`config.mk`:
```
export PLATFORM = sky130hd
export DESIGN_NAME = spi_acl2_master
export DESIGN_NICKNAME = d
export VERILOG_FILES = /design/src/rtl/spi_acl2_pkg.sv /design/src/rtl/spi_sclk_gen.sv /design/src/rtl/spi_acl2_master.sv
export SDC_FILE = /design/constraint.sdc
export NUM_CORES = 1
export LEC_CHECK = 0
export ABC_AREA = 1
export CORE_MARGIN = 2
export CORE_UTILIZATION = 27
export CTS_BUF_LIST = sky130_fd_sc_hd__clkbuf_4
export DETAILED_ROUTE_END_ITERATION = 10
export SLEW_MARGIN = 20
export SYNTH_ARGS = -nofsm -noshare
export SYNTH_HDL_FRONTEND = slang
export SYNTH_SLANG_ARGS = --single-unit
```
`constraint.sdc`:
```
create_clock -name CLK -period 3.36 [get_ports CLK]
set_clock_uncertainty 0.05 [all_clocks]
set_input_delay 1.008 -clock CLK [delete_from_list [all_inputs] [get_ports CLK]]
set_output_delay 1.008 -clock CLK [all_outputs]
set_load 0.02 [all_outputs]
```
`src/rtl/spi_acl2_pkg.sv`:
```
// spi_acl2_pkg: opcodes, command encoding and FSM states for the ACL2 SPI master
package spi_acl2_pkg;
    localparam logic [7:0] OPC_WRITE = 8'h0A;
    localparam logic [7:0] OPC_READ  = 8'h0B;
    localparam logic [7:0] OPC_FIFO  = 8'h0D;
    typedef enum logic [1:0] {OP_WRITE = 2'b00, OP_READ = 2'b01, OP_FIFO = 2'b10, OP_RSVD = 2'b11} cmd_op_t;
    typedef enum logic [1:0] {IDLE, SHIFT, HOLD, GAP} state_t;
    function automatic logic [7:0] opcode(input cmd_op_t op);
        return op == OP_WRITE ? OPC_WRITE : op == OP_READ ? OPC_READ : OPC_FIFO;
    endfunction
endpackage

```
`src/rtl/spi_sclk_gen.sv`:
```
// spi_sclk_gen: SCLK half-period divider with rise/fall enables, held low while disabled
module spi_sclk_gen #(
    parameter int CLK_DIV = 1221
) (
    input  logic CLK,
    input  logic RST,
    input  logic EN,
    output logic SCLK,
    output logic RISE,
    output logic FALL
);
    localparam int CW = CLK_DIV > 1 ? $clog2(CLK_DIV) : 1;
    logic [CW-1:0] cnt;
    logic last;
    assign last = cnt == CW'(CLK_DIV - 1);
    assign RISE = EN && SCLK && cnt == '0;
    assign FALL = EN && SCLK && last;
    always_ff @(posedge CLK) begin
        if (RST || !EN) begin
            cnt  <= '0;
            SCLK <= 1'b0;
        end else if (last) begin
            cnt  <= '0;
            SCLK <= ~SCLK;
        end else begin
            cnt <= cnt + 1'b1;
        end
    end
endmodule

```
`src/rtl/spi_acl2_master.sv`:
```
// spi_acl2_master: SPI mode-0 master for the ADXL362; define ACL2_MISO_SYNC_EN to synchronise MISO (CLK_DIV >= 4)
module spi_acl2_master import spi_acl2_pkg::*; #(
    parameter int CLK_DIV        = 1221,
    parameter int MAX_BURST      = 16,
    parameter int CS_IDLE_CYCLES = 4
) (
    input  logic                           CLK,
    input  logic                           RST,
    input  logic                           CMD_VALID,
    output logic                           CMD_READY,
    input  logic [1:0]                     CMD_OP,
    input  logic [7:0]                     CMD_ADDR,
    input  logic [$clog2(MAX_BURST+1)-1:0] CMD_LEN,
    input  logic [7:0]                     CMD_WDATA,
    output logic [7:0]                     RDATA,
    output logic                           RDATA_VALID,
    output logic                           BUSY,
    output logic                           DONE,
    input  logic                           MISO,
    output logic                           CS,
    output logic                           SCLK,
    output logic                           MOSI
);
    localparam int LW = $clog2(MAX_BURST + 1);
    localparam int BW = $clog2(MAX_BURST + 3);
    localparam int TMAX = CLK_DIV > CS_IDLE_CYCLES ? CLK_DIV : CS_IDLE_CYCLES;
    localparam int TW = $clog2(TMAX + 1);
    state_t state;
    cmd_op_t op, cop;
    logic [7:0] addr, wdata, tx, rx, first_byte, next_byte;
    logic [LW-1:0] len, len_c;
    logic [BW-1:0] byte_cnt, nb, start_cnt;
    logic [2:0] bit_cnt;
    logic [TW-1:0] tmr;
    logic miso_s, rise, fall;
`ifdef ACL2_MISO_SYNC_EN
    logic [1:0] miso_q;
    always_ff @(posedge CLK) miso_q <= {miso_q[0], MISO};
    assign miso_s = miso_q[1];
`else
    assign miso_s = MISO;
`endif
    assign cop = cmd_op_t'(CMD_OP);
    assign CMD_READY = state == IDLE;
    assign BUSY = state != IDLE;
    assign len_c = CMD_LEN == '0 ? LW'(1) : CMD_LEN > LW'(MAX_BURST) ? LW'(MAX_BURST) : CMD_LEN;
    assign first_byte = opcode(cop);
    // byte_cnt counts bytes still to send after the current one
    assign start_cnt = cop == OP_WRITE ? BW'(2) : cop == OP_READ ? BW'(len_c) + BW'(1) : BW'(len_c);
    assign nb = byte_cnt - 1'b1;
    assign next_byte = op == OP_WRITE ? (nb == BW'(1) ? addr : wdata) :
                       (op == OP_READ && nb == BW'(len)) ? addr : 8'h00;
    spi_sclk_gen #(.CLK_DIV(CLK_DIV)) u_sclk (
        .CLK(CLK), .RST(RST), .EN(state == SHIFT), .SCLK(SCLK), .RISE(rise), .FALL(fall)
    );
    always_ff @(posedge CLK) begin
        if (RST) begin
            state       <= IDLE;
            CS          <= 1'b1;
            MOSI        <= 1'b0;
            RDATA       <= 8'h00;
            RDATA_VALID <= 1'b0;
            DONE        <= 1'b0;
            tmr         <= '0;
        end else begin
            RDATA_VALID <= 1'b0;
            DONE        <= 1'b0;
            case (state)
                IDLE: if (CMD_VALID) begin
                    op      <= cop;
                    addr    <= CMD_ADDR;
                    wdata   <= CMD_WDATA;
                    len     <= len_c;
                    bit_cnt <= 3'd7;
                    tmr     <= '0;
                    if (cop == OP_RSVD) begin
                        DONE <= 1'b1;
                    end else begin
                        state    <= SHIFT;
                        CS       <= 1'b0;
                        tx       <= first_byte;
                        MOSI     <= first_byte[7];
                        byte_cnt <= start_cnt;
                    end
                end
                SHIFT: begin
                    if (rise) begin
                        rx <= {rx[6:0], miso_s};
                        if (bit_cnt == 3'd0 && op != OP_WRITE && byte_cnt < BW'(len)) begin
                            RDATA       <= {rx[6:0], miso_s};
                            RDATA_VALID <= 1'b1;
                        end
                    end
                    if (fall) begin
                        if (bit_cnt != 3'd0) begin
                            bit_cnt <= bit_cnt - 1'b1;
                            tx      <= {tx[6:0], 1'b0};
                            MOSI    <= tx[6];
                        end else if (byte_cnt == '0) begin
                            state <= HOLD;
                            MOSI  <= 1'b0;
                        end else begin
                            bit_cnt  <= 3'd7;
                            byte_cnt <= nb;
                            tx       <= next_byte;
                            MOSI     <= next_byte[7];
                        end
                    end
                end
                HOLD: if (tmr == TW'(CLK_DIV - 1)) begin
                    tmr   <= '0;
                    state <= GAP;
                    CS    <= 1'b1;
                    DONE  <= 1'b1;
                end else begin
                    tmr <= tmr + 1'b1;
                end
                // the IDLE/accept cycle is the last CS-high cycle of the gap
                GAP: if (int'(tmr) >= CS_IDLE_CYCLES - 2) state <= IDLE;
                     else tmr <= tmr + 1'b1;
            endcase
        end
    end
endmodule
```
==> impl_summary.txt <==
----------------------------------------------------
[Place]
  Post-DP HPWL ... 6686 µm
  # port buffers ... 41
  RePlAce Congestion ... around 0.88
  Inst Count DP ... roughly 710

[Clocking]
  CTS Hold Bufs ... 0
  Latest clock arrival within the worst-skew pair ... 440 ps
  Root Buffer ... clkbuf_4
  CTS HTree Levels ... 3
  Clock Sink Count ... 82
  Clock tree from TritonCTS ... yes
  Inserted Clock Buffers ... 9
  Worst-case clock buffer depth ... 2
  Number of gates resized after cts ... 0
  Buffers inserted during post-CTS setup optimization ... 0
  Clock-pin slew reported for the worst setup and hold paths after clock tree synthesis ... 140 ps

[Drt]
  Via Count ... 3325
  DRC Markers ... 0
  Wire length reported by the detailed router ... 8763 µm
  Number of search-and-repair iterations in the first detailed-routing pass ... 4
  ANT nets after route ... 0
  Drt initial violations ... 192
  Routed wirelength normalized by instance count ... 12.02 µm
  Vias per cell ... 4.561

[Worst setup path]
  Max Fanout on Critical Path ... 5
  Category of the worst setup path capture point ... output pin
  Internal reg-to-reg setup slack ... 830 ps
  R2R Path Start ... state[1]
  Capture point of the worst reg-to-reg path ... tx[5]
  Critical path data required time ... approximately 2300 ps
  Number of cells on the worst reg-to-reg path ... 7
  Critical Path Start Type ... flip-flop
  Type of the worst setup path ... reg2out
  Worst EP arrival ... about 2000 ps

[Worst hold path]
  Hold Crit Endpoint ... u_sclk.cnt[0]
  Hold Crit Class ... reg2reg
  Hold path depth ... 1
  Hold path startpoint ... u_sclk.cnt[0]

[Cells and area]
  Syn-to-layout area delta ... 18.84%
  Diodes inserted ... 0
  Number of fillers in the final layout ... around 1500
  Layout Nets ... 583
  Utilization after layout ... 0.3273
  Final cell count without fillers ... 729
  Layout cells sized above 1 ... 0.07394

[Timing]
  Maximum operating frequency ... between 0.3 and 0.4 GHz
  Tightest Pin Transition ... between 500 and 600 ps
  Total count of max-transition violations in the final report ... 0
  Setup TNS Final ... 0 ps
  # setup viols final ... 0
  Worst slack on hold paths ... just over 400 ps
  Unrepaired setup endpoints after global routing ... no
  Part of the cycle the worst path needs ... 0.9114
  Minimum period implied by the final worst setup slack ... 3062 ps
  Final hold viol count ... 0
  Slew headroom ... 0.6004

[Power and ir drop]
  Worst voltage drop across the vdd grid ... 197.7 µV
  Power per cell area ... 532.3 nW/µm²
  Net Sw Power ... 936.1 µW
  Relative contribution of sequential cells to total power ... 0.478
  Internal cell power ... 1703 µW
  Proportion of total power due to net switching ... 0.3547
  Relative contribution of the clock network to total power ... 0.229
  Logic gate share of total power ... 0.293
  Leakage power ... 0.001918 µW

[Die]
  Vertical die dimension ... 128.3 µm
  Die area ... 16460 µm²
  Initial core utilization ... 0.2754
  Placeable core area ... 15150 µm²
  # IOs ... 42
  Die width ... 128.3 µm
  Site Rows ... 45

[Global routing]
  Final global-route overflow total ... 0
  First-pass GRT wire length ... 14430 µm
  Antenna violations before repair ... 0
  Largest net degree at the start of global routing ... 24
  Number of global-route vias before repair ... 3128
  Global-route usage over all layers ... 0.1106

[Logic synthesis]
  Post-synth cell types ... 38
  FFs w/ async S/R, synth ... 0
  Synth Instances ... 486
  Post-synth EDFFs ... 45
  Summed instance area of the synthesized netlist ... 4172 µm²
  Cell types occupying the most area after synthesis ... edfxtp_1, dfxtp_1, nand2_1
  Largest area contributor in the synthesized netlist ... edfxtp_1
  Avg Cell Area, Syn ... ~8.6 µm²
  Synthesized net count ... 533
  Number of storage elements in the synthesis netlist ... around 80
  Most used DFF post-synth ... edfxtp_1
  Count of synthesis-stage warnings from yosys ... 0
  Top-area cell type share of the netlist area ... 0.3239
  Sequential fraction of the synthesis area ... 0.5015

[Outcome]
  Result of the run ... finished clean

[Job]
  Number of maximum-capacitance violations ... 0

----------------------------------------------------
[cells by family (layout without fill, tap and decap cells)]
| logic type | Yosys count | after routing | share of synthesized area |
|---|---|---|---|
| AND/OR/NAND/NOR | 223 | 223 | 0.2483 |
| buffers and inverters | 82 | 137 | 0.07738 |
| XOR/XNOR | 5 | 5 | 0.01050 |
| AO/OA/AOI/OAI | 74 | 74 | 0.1023 |
| flip-flops | 82 | 82 | 0.5015 |
| adder cells (fa/ha/maj) | 20 | 20 | 0.05999 |
[flip-flops by register name (all words and copies together), names as in the netlist]
signal,count
bit_cnt,3
RDATA,8
state,2
tmr,11
byte_cnt,5
rx,7
MOSI,1
addr,8
DONE,1
tx,7
op,2
u_sclk.cnt,11
u_sclk.SCLK,1
CS,1
len,5
RDATA_VALID,1
wdata,8
[layout by cell type, fill, tap and decap left out, drive strengths merged]
cell type        n
dfxtp           37
xor2             3
nand3           32
a211oi           1
bufinv           1
clkdlybuf4s50   41
o21a             1
nor2            60
o2111a           1
nor4             7
clkinvlp         1
o22ai            2
ha              20
nand3b           2
nand4            8
buf              4
nor3             6
o21ai           23
a21boi           1
clkinv           3
clkbuf           9
o211ai           5
nor3b            4
o21bai           2
a21oi           34
or2              1
xnor2            2
edfxtp          45
o221ai           1
and3             1
nand2          102
inv             78
a22o             3
[layout make-up]
class	instances	area (µm²)	share of cell area
multi-input cells	322	1759	0.3549
clock inverters	7	77.57	0.01565
repair buffers	45	440.4	0.08884
well taps	188	235.2	0.04745
clock buffers	9	67.56	0.01363
flip-flops and latches	82	2092	0.4220
inverters	76	285.3	0.05755
[power by group through the flow]
stage          Clock (µW)  Sequential (µW)  Combinational (µW)
6_report              604             1260                 774
5_1_grt               670             1280                 877
4_1_cts               625             1260                 780
3_5_place_dp            0             1280                 777
3_3_place_gp            0             1280                 757
2_1_floorplan           0             1270                 550
[critical path, stage by stage, from the launching register on]
cell             delay (ps)
dfxtp_1                 410
inv_1                    80
ha_1                    260
inv_1                   170
clkdlybuf4s50_1         660
[through the flow]
step	instance area [µm²]	total power, µW	setup WS, ps
6_report	4957	2639	297.7
5_1_grt	4957	2822	152.9
3_5_place_dp	4812	2060	453.3
2_1_floorplan	4172	1823	699.8
4_1_cts	4957	2667	239.8
3_3_place_gp	4812	2040	534.8
[cells in the mapped netlist, types with 6 or more instances]
cell type  instances
nand4_1            8
nor3_1             6
ha_1              20
edfxtp_1          45
inv_1             75
nand2_1           97
nand3_1           32
dfxtp_1           37
nor2_1            53
o21ai_0           13
a21oi_1           34
o21ai_1            8
[worst max-delay path by stage]
| stage | startpoint | end | slack, ps |
|---|---|---|---|
| after detailed placement | CMD_LEN[3] | byte_cnt[2] | 450 |
| after floorplan | RST | addr[0] | 700 |
| after CTS | state[0] | BUSY | 240 |
| final | state[0] | BUSY | 300 |
| after global routing | state[0] | BUSY | 150 |
| after global placement | CMD_LEN[3] | byte_cnt[2] | 530 |
[per-layer routing]
| layer | vias up | GRT usage | part of all wire |
|---|---|---|---|
| met3 | 16 | 0.02922 | 0.041 |
| li1 | 1725 | - | - |
| met1 | 1515 | 0.1405 | 0.47 |
| met5 | - | 0 | 0 |
| met2 | 69 | 0.1812 | 0.47 |
| met4 | 0 | 0.04072 | 0.018 |
No activity file was read; power rests on OpenSTA's default activity.
